## config.mk

```make
export PLATFORM = sky130hd
export DESIGN_NAME = mult_norm_round
export DESIGN_NICKNAME = d
export VERILOG_FILES = /design/src/rtl/fpu_pkg.sv /design/src/rtl/leading_zero_counter.sv /design/src/rtl/mult_norm_round.sv
export SDC_FILE = /design/constraint.sdc
export NUM_CORES = 1
export LEC_CHECK = 0
export BUFFER_PORTS_ARGS = -buffer_cell sky130_fd_sc_hd__buf_2
export CORE_ASPECT_RATIO = 0.5
export CORE_MARGIN = 4
export CORE_UTILIZATION = 59
export DETAILED_ROUTE_END_ITERATION = 10
export PLACE_DENSITY = 0.81
export SYNTH_ARGS = -nofsm -noshare
export SYNTH_HDL_FRONTEND = slang
export SYNTH_HIERARCHICAL = 1
export SYNTH_SLANG_ARGS = --single-unit
```

## constraint.sdc

```tcl
create_clock -name clk -period 4 [get_ports clk]
set_input_delay 0.8 -clock clk [delete_from_list [all_inputs] [get_ports clk]]
set_output_delay 0.8 -clock clk [all_outputs]
set_load 0.02 [all_outputs]
```

## src/rtl/fpu_pkg.sv

```systemverilog
// rtl/fpu_pkg.sv - shared FPU flag indices, bias helper and result type
package fpu_pkg;

    localparam int FLAG_OVF  = 3;
    localparam int FLAG_UNF  = 2;
    localparam int FLAG_INX  = 1;
    localparam int FLAG_ZERO = 0;

    function automatic int exp_bias(input int size_exp);
        return (1 << (size_exp - 1)) - 1;
    endfunction

    // Single-precision packed result, shared with the adder normaliser
    typedef struct packed {
        logic        sign;
        logic [7:0]  exp;
        logic [22:0] frac;
        logic [3:0]  flags;
    } fp_result_t;

endpackage

```

## src/rtl/leading_zero_counter.sv

```systemverilog
// rtl/leading_zero_counter.sv - combinational leading-zero count, 0..WIDTH
module leading_zero_counter #(
    parameter int WIDTH = 48
) (
    input  logic [WIDTH-1:0]               data,
    output logic [$clog2(WIDTH+1)-1:0]     count
);

    localparam int CW = $clog2(WIDTH + 1);

    // Scanning upward lets the highest set bit win
    always_comb begin
        count = CW'(WIDTH);
        for (int i = 0; i < WIDTH; i++) begin
            if (data[i]) count = CW'(WIDTH - 1 - i);
        end
    end

endmodule

```

## src/rtl/mult_norm_round.sv

```systemverilog
// rtl/mult_norm_round.sv - 2-stage normalise, round-to-nearest-even and pack for the FPU multiplier
module mult_norm_round
    import fpu_pkg::*;
#(
    parameter int SIZE_MANTISSA = 24,
    parameter int SIZE_EXP      = 8
) (
    input  logic                              clk,
    input  logic                              rst_n,
    input  logic                              in_valid,
    output logic                              in_ready,
    input  logic                              in_sign,
    input  logic signed [SIZE_EXP+1:0]        in_exp,
    input  logic [2*SIZE_MANTISSA-1:0]        in_prod,
    output logic                              out_valid,
    input  logic                              out_ready,
    output logic                              out_sign,
    output logic [SIZE_EXP-1:0]               out_exp,
    output logic [SIZE_MANTISSA-2:0]          out_frac,
    output logic [3:0]                        out_flags,
    output logic [$clog2(2*SIZE_MANTISSA+1)-1:0] out_lzc
);

    localparam int PW = 2 * SIZE_MANTISSA;
    localparam int LW = $clog2(PW + 1);
    localparam int EW = SIZE_EXP + 3;
    localparam int FW = SIZE_MANTISSA - 1;
    localparam int GB = PW - SIZE_MANTISSA - 1;
    localparam logic signed [EW-1:0] EXP_INF = EW'(2 * exp_bias(SIZE_EXP) + 1);

    logic          s1_valid;
    logic          s1_sign;
    logic [PW-1:0] s1_sh;
    logic [EW-1:0] s1_e1;
    logic [LW-1:0] s1_lz;
    logic          s2_adv;

    assign s2_adv   = !out_valid || out_ready;
    assign in_ready = !s1_valid || s2_adv;

    // Stage 1: count, shift and rebias
    logic [LW-1:0] lz;
    logic [PW-1:0] sh_next;
    logic [EW-1:0] e1_next;

    leading_zero_counter #(.WIDTH(PW)) u_lzc (
        .data  (in_prod),
        .count (lz)
    );

    assign sh_next = in_prod << lz;
    assign e1_next = {in_exp[SIZE_EXP+1], in_exp} + EW'(1) - {{(EW-LW){1'b0}}, lz};

    always_ff @(posedge clk or negedge rst_n) begin
        if (!rst_n) begin
            s1_valid <= 1'b0;
            s1_sign  <= 1'b0;
            s1_sh    <= '0;
            s1_e1    <= '0;
            s1_lz    <= '0;
        end else if (in_ready) begin
            s1_valid <= in_valid;
            if (in_valid) begin
                s1_sign <= in_sign;
                s1_sh   <= sh_next;
                s1_e1   <= e1_next;
                s1_lz   <= lz;
            end
        end
    end

    // Stage 2: round to nearest even, then classify
    logic [FW-1:0] f;
    logic          g;
    logic          s;
    logic          rnd;
    logic [FW:0]   f_inc;
    logic [EW-1:0] e2;
    logic [SIZE_EXP-1:0] res_exp;
    logic [FW-1:0] res_frac;
    logic [3:0]    res_flags;

    assign f     = s1_sh[PW-2 -: FW];
    assign g     = s1_sh[GB];
    assign s     = |s1_sh[GB-1:0];
    assign rnd   = g && (s || f[0]);
    assign f_inc = {1'b0, f} + {{FW{1'b0}}, rnd};
    assign e2    = s1_e1 + {{(EW-1){1'b0}}, f_inc[FW]};

    always_comb begin
        res_exp   = '0;
        res_frac  = '0;
        res_flags = '0;
        if (!s1_sh[PW-1]) begin
            res_flags[FLAG_ZERO] = 1'b1;
        end else if ($signed(e2) >= EXP_INF) begin
            res_exp             = '1;
            res_flags[FLAG_OVF] = 1'b1;
            res_flags[FLAG_INX] = 1'b1;
        end else if ($signed(e2) <= $signed(EW'(0))) begin
            res_flags[FLAG_UNF] = 1'b1;
            res_flags[FLAG_INX] = 1'b1;
        end else begin
            res_exp             = e2[SIZE_EXP-1:0];
            res_frac            = f_inc[FW-1:0];
            res_flags[FLAG_INX] = g || s;
        end
    end

    always_ff @(posedge clk or negedge rst_n) begin
        if (!rst_n) begin
            out_valid <= 1'b0;
            out_sign  <= 1'b0;
            out_exp   <= '0;
            out_frac  <= '0;
            out_flags <= '0;
            out_lzc   <= '0;
        end else if (s2_adv) begin
            out_valid <= s1_valid;
            if (s1_valid) begin
                out_sign  <= s1_sign;
                out_exp   <= res_exp;
                out_frac  <= res_frac;
                out_flags <= res_flags;
                out_lzc   <= s1_lz;
            end
        end
    end

endmodule

```

==> results.toml <==
[outcome]
status = "finished, final reports clean"

[setup_path]
path_cells = "buf_2 -> inv_2 -> a2111oi_0 -> o211ai_1 -> o2111a_1 -> nor3_4 -> inv_2 -> ha_1 -> ha_1 -> inv_1 -> fa_1 -> nor2b_1 -> o21ai_1 -> a21boi_1 -> o211a_1 -> o21a_1 -> o31ai_1"
cp-end-kind = "register"
worstPathArrival_ns = 4.05
critPathMaxFanout = 7
worst_ep_required_time_ns = 4.25
start_kind = "input pin"
reg2reg_to = "out_frac[16]$_DFFE_PN0P_"
crit_type = "in -> reg"
cp_slowest_cell = "a2111oi_0"
r2r_start = "s1_sh[23]$_DFFE_PN0P_"
rr_worst_depth = 12
rrSetupSlack_ns = 0.33
path_buf_inv = 4
crit_family = "compound AO/OA/AOI/OAI gates"
cpPeakStageDelay_ns = 0.48

[synthesis]
yosys.cell_types.count = 69
ys_ff_latch = 110
avgSynthCellArea_um2 = 8.88
yosysSeqAreaShare_pct = 33.6
syn_nets = 1005
synth-async-reset-ratio_pct = 100
syn_area_um2 = 8180
synth_top_flop_cell = "dfrtp_1"
synthCells = 922
synth_edf_count = 0
yosys_warnings = 6

[timing]
min_period_ns = 3.80
finalCritPeriodShare_pct = 95.0
final_max_slew_viol_count = 0
hold_viol = 0
rsz0062_at_grt = "false"
max_freq_mhz = 263
slew_headroom_pct = 38.7
fin_skew_ns = 0.0101
timing.setup.tns_ns = 0
tightestPinTransition_ns = 0.912
setup_viol = 0

[min_path]
worstHoldPathType = "in -> async"

[placed_design]
port_buffers = 106
dp.cells = 1219
place.gp.congestion = 0.971
dp_hpwl_um = 19000
place_area_um2 = 9170

[cells_and_area]
fillCellCount = 1105
drive_gt1_share_pct = 23.1
fin_cells = 1234
synthToLayoutAreaGrowth_pct = 15.7
diodes = 0
nets = 1121
postLayoutCellArea_um2 = 9470

[route]
maxUsedRoutingLayer = "met5"
drt-met1-wl_um = 10600
dr.first_iter.drc_count = 943
first_pass_iters = 5
wl_per_cell_um = 19.9
dr_wl_met2_um = 10600
drt_wl_total_um = 24600
vias_per_cell = 6.38
wl_met3_um = 2680
ant_nets = 0
dr_total_vias = 7871
drc = 0

[floorplan]
num_io_pins = 107
initial_core_util_pct = 60.4
die_area_um2 = 15900
std_cell_rows = 30
coreArea_um2 = 13600
die_w_um = 175
die_y_um = 91.3

[global_routing]
grt_pass1_vias = 7421
grtUsageTotal_pct = 30.9
grt_antenna_before_repair = 1
grt_start_max_net_pins = 48
grt_pass1_wl_um = 39400
grt-ovfl-total = 0

[run]
drv_cap = 0

[pwr]
ir_drop_v = 0.000224
finalPower_uw = 3410
powerDensity_nw_per_um2 = 360
leakagePower_uw = 0.00420

[clock_tree]
clock-sinks = 110
htree_levels = 3
cts_tree = "built"
cts_made_buffers = 9
clockBufferDepth = 2
cts.clk_slew.worst_paths_ns = 0.07
cts_root_buffer = "clkbuf_16"
hold_buffers = 0
clock_latency_ns = 0.35
-- layer usage --
metal	vias up	global-route usage [%]
li1	3660	-
met1	3744	43.6
met2	417	46.5
met3	48	9.11
met4	2	8.82
met5	-	0
-- layout make-up --
cell class / count / area (µm²) / share of cell area (%)
clock buffer: 9 / 225 / 2.38
timing repair buffer: 159 / 947 / 10.0
inverter: 28 / 105 / 1.11
sequential: 110 / 2750 / 29.1
multi-input combinational: 730 / 5130 / 54.2
tap: 192 / 240 / 2.54
clock inverter: 6 / 62.6 / 0.661
-- synthesized netlist by cell type, drive strengths merged (7+ instances only) --
cell type,number,share of area (%)
dfrtp,110,34
nor4,16,1.2
a221oi,7,0.75
a22o,14,1.5
nand3,28,1.7
o211ai,14,1.3
nor2b,9,0.69
mux2i,65,8.0
nor3,21,1.3
and3,7,0.54
ha,19,2.9
mux2,32,4.4
nand4,10,0.76
o221ai,10,1.1
inv,28,1.3
a221o,12,1.5
nand2,142,6.5
buf,24,1.7
a22oi,12,1.1
nor2,69,3.2
a21oi,30,1.8
xnor2,10,1.1
clkbuf,30,1.4
mux4,20,5.5
xor2,22,2.4
o21ai,80,4.9
-- registers in the layout (all words and copies together), names as in the netlist --
name       flops
out_exp        8
out_flags      4
out_frac      23
out_lzc        6
out_sign       1
out_valid      1
s1_e1         11
s1_lz          6
s1_sh         48
s1_sign        1
s1_valid       1
-- metrics by stage --
stage	worst slack, ns	hold slack, ns	util, %
5_1_grt	0.00771	0.494	69.9
2_1_floorplan	0.00863	0.433	-
6_report	0.198	0.460	69.9
3_5_place_dp	-0.150	0.454	67.6
3_3_place_gp	0.00115	0.442	67.6
4_1_cts	0.214	0.470	69.8
-- kinds of logic after synthesis --
| logic type | count (synthesis) | share of synthesized area (%) |
|---|---|---|
| AOI/OAI and AO/OA | 229 | 18.8 |
| adders and majority gates | 20 | 3.15 |
| and+or+nand+nor | 332 | 18.8 |
| DFF | 110 | 33.6 |
| xor gates and xnor gates | 32 | 3.42 |
| buffers and inverters | 82 | 4.34 |
| muxes | 117 | 17.9 |
-- report_power, final --
part           total [µW]  internal [µW]  switching (µW)
clock network         882            482             400
logic                1070            451             618
registers            1460           1280             172
-- how the worst max path moves through the flow --
| stage | startpoint | end | slack, ns | cells past startpoint |
|---|---|---|---|---|
| after floorplan | in_prod[36] | s1_e1[9]$_DFFE_PN0P_ | 0.009 | 17 |
| after global placement | in_prod[12] | s1_sh[29]$_DFFE_PN0P_ | 0.001 | 13 |
| after detailed placement | in_prod[15] | s1_e1[9]$_DFFE_PN0P_ | -0.15 | 17 |
| after CTS | in_prod[15] | s1_e1[9]$_DFFE_PN0P_ | 0.21 | 17 |
| after global routing | in_prod[12] | s1_sh[29]$_DFFE_PN0P_ | 0.008 | 13 |
| final | in_prod[12] | s1_e1[9]$_DFFE_PN0P_ | 0.20 | 17 |
-- cells in the final DEF (no fill, tap or decap), types with 12 or more instances in the layout --
| master | netlist | layout |
|---|---|---|
| nand2_1 | 142 | 141 |
| dfrtp_1 | 110 | 110 |
| buf_2 | 14 | 105 |
| nor2_1 | 68 | 68 |
| mux2i_1 | 65 | 65 |
| buf_4 | 4 | 52 |
| o21ai_0 | 47 | 46 |
| o21ai_1 | 33 | 34 |
| mux2_2 | 30 | 30 |
| nand3_1 | 28 | 28 |
| a21oi_1 | 30 | 27 |
| inv_1 | 26 | 26 |
| xor2_1 | 22 | 22 |
| nor3_1 | 20 | 20 |
| mux4_2 | 20 | 20 |
| ha_1 | 19 | 18 |
| nor4_1 | 16 | 16 |
| o211ai_1 | 14 | 14 |
| a22o_1 | 14 | 14 |
| a22oi_1 | 12 | 12 |
| a221o_1 | 12 | 12 |
-- repair_timing --
| action | CTS | global route |
|---|---|---|
| buffers inserted | 0 | 0 |
| resized for setup | 0 | 4 |
| endpoints found under the setup margin | 0 | 9 |
-- worst reg2reg max path: cells and delay by family, from the launching register on --
kind            cells  cell delay (ns)
flops               1             0.44
simple gates        8             2.15
compound gates      2             0.47
fa+ha+maj           2             0.49
(Power assumes the default switching activity.)
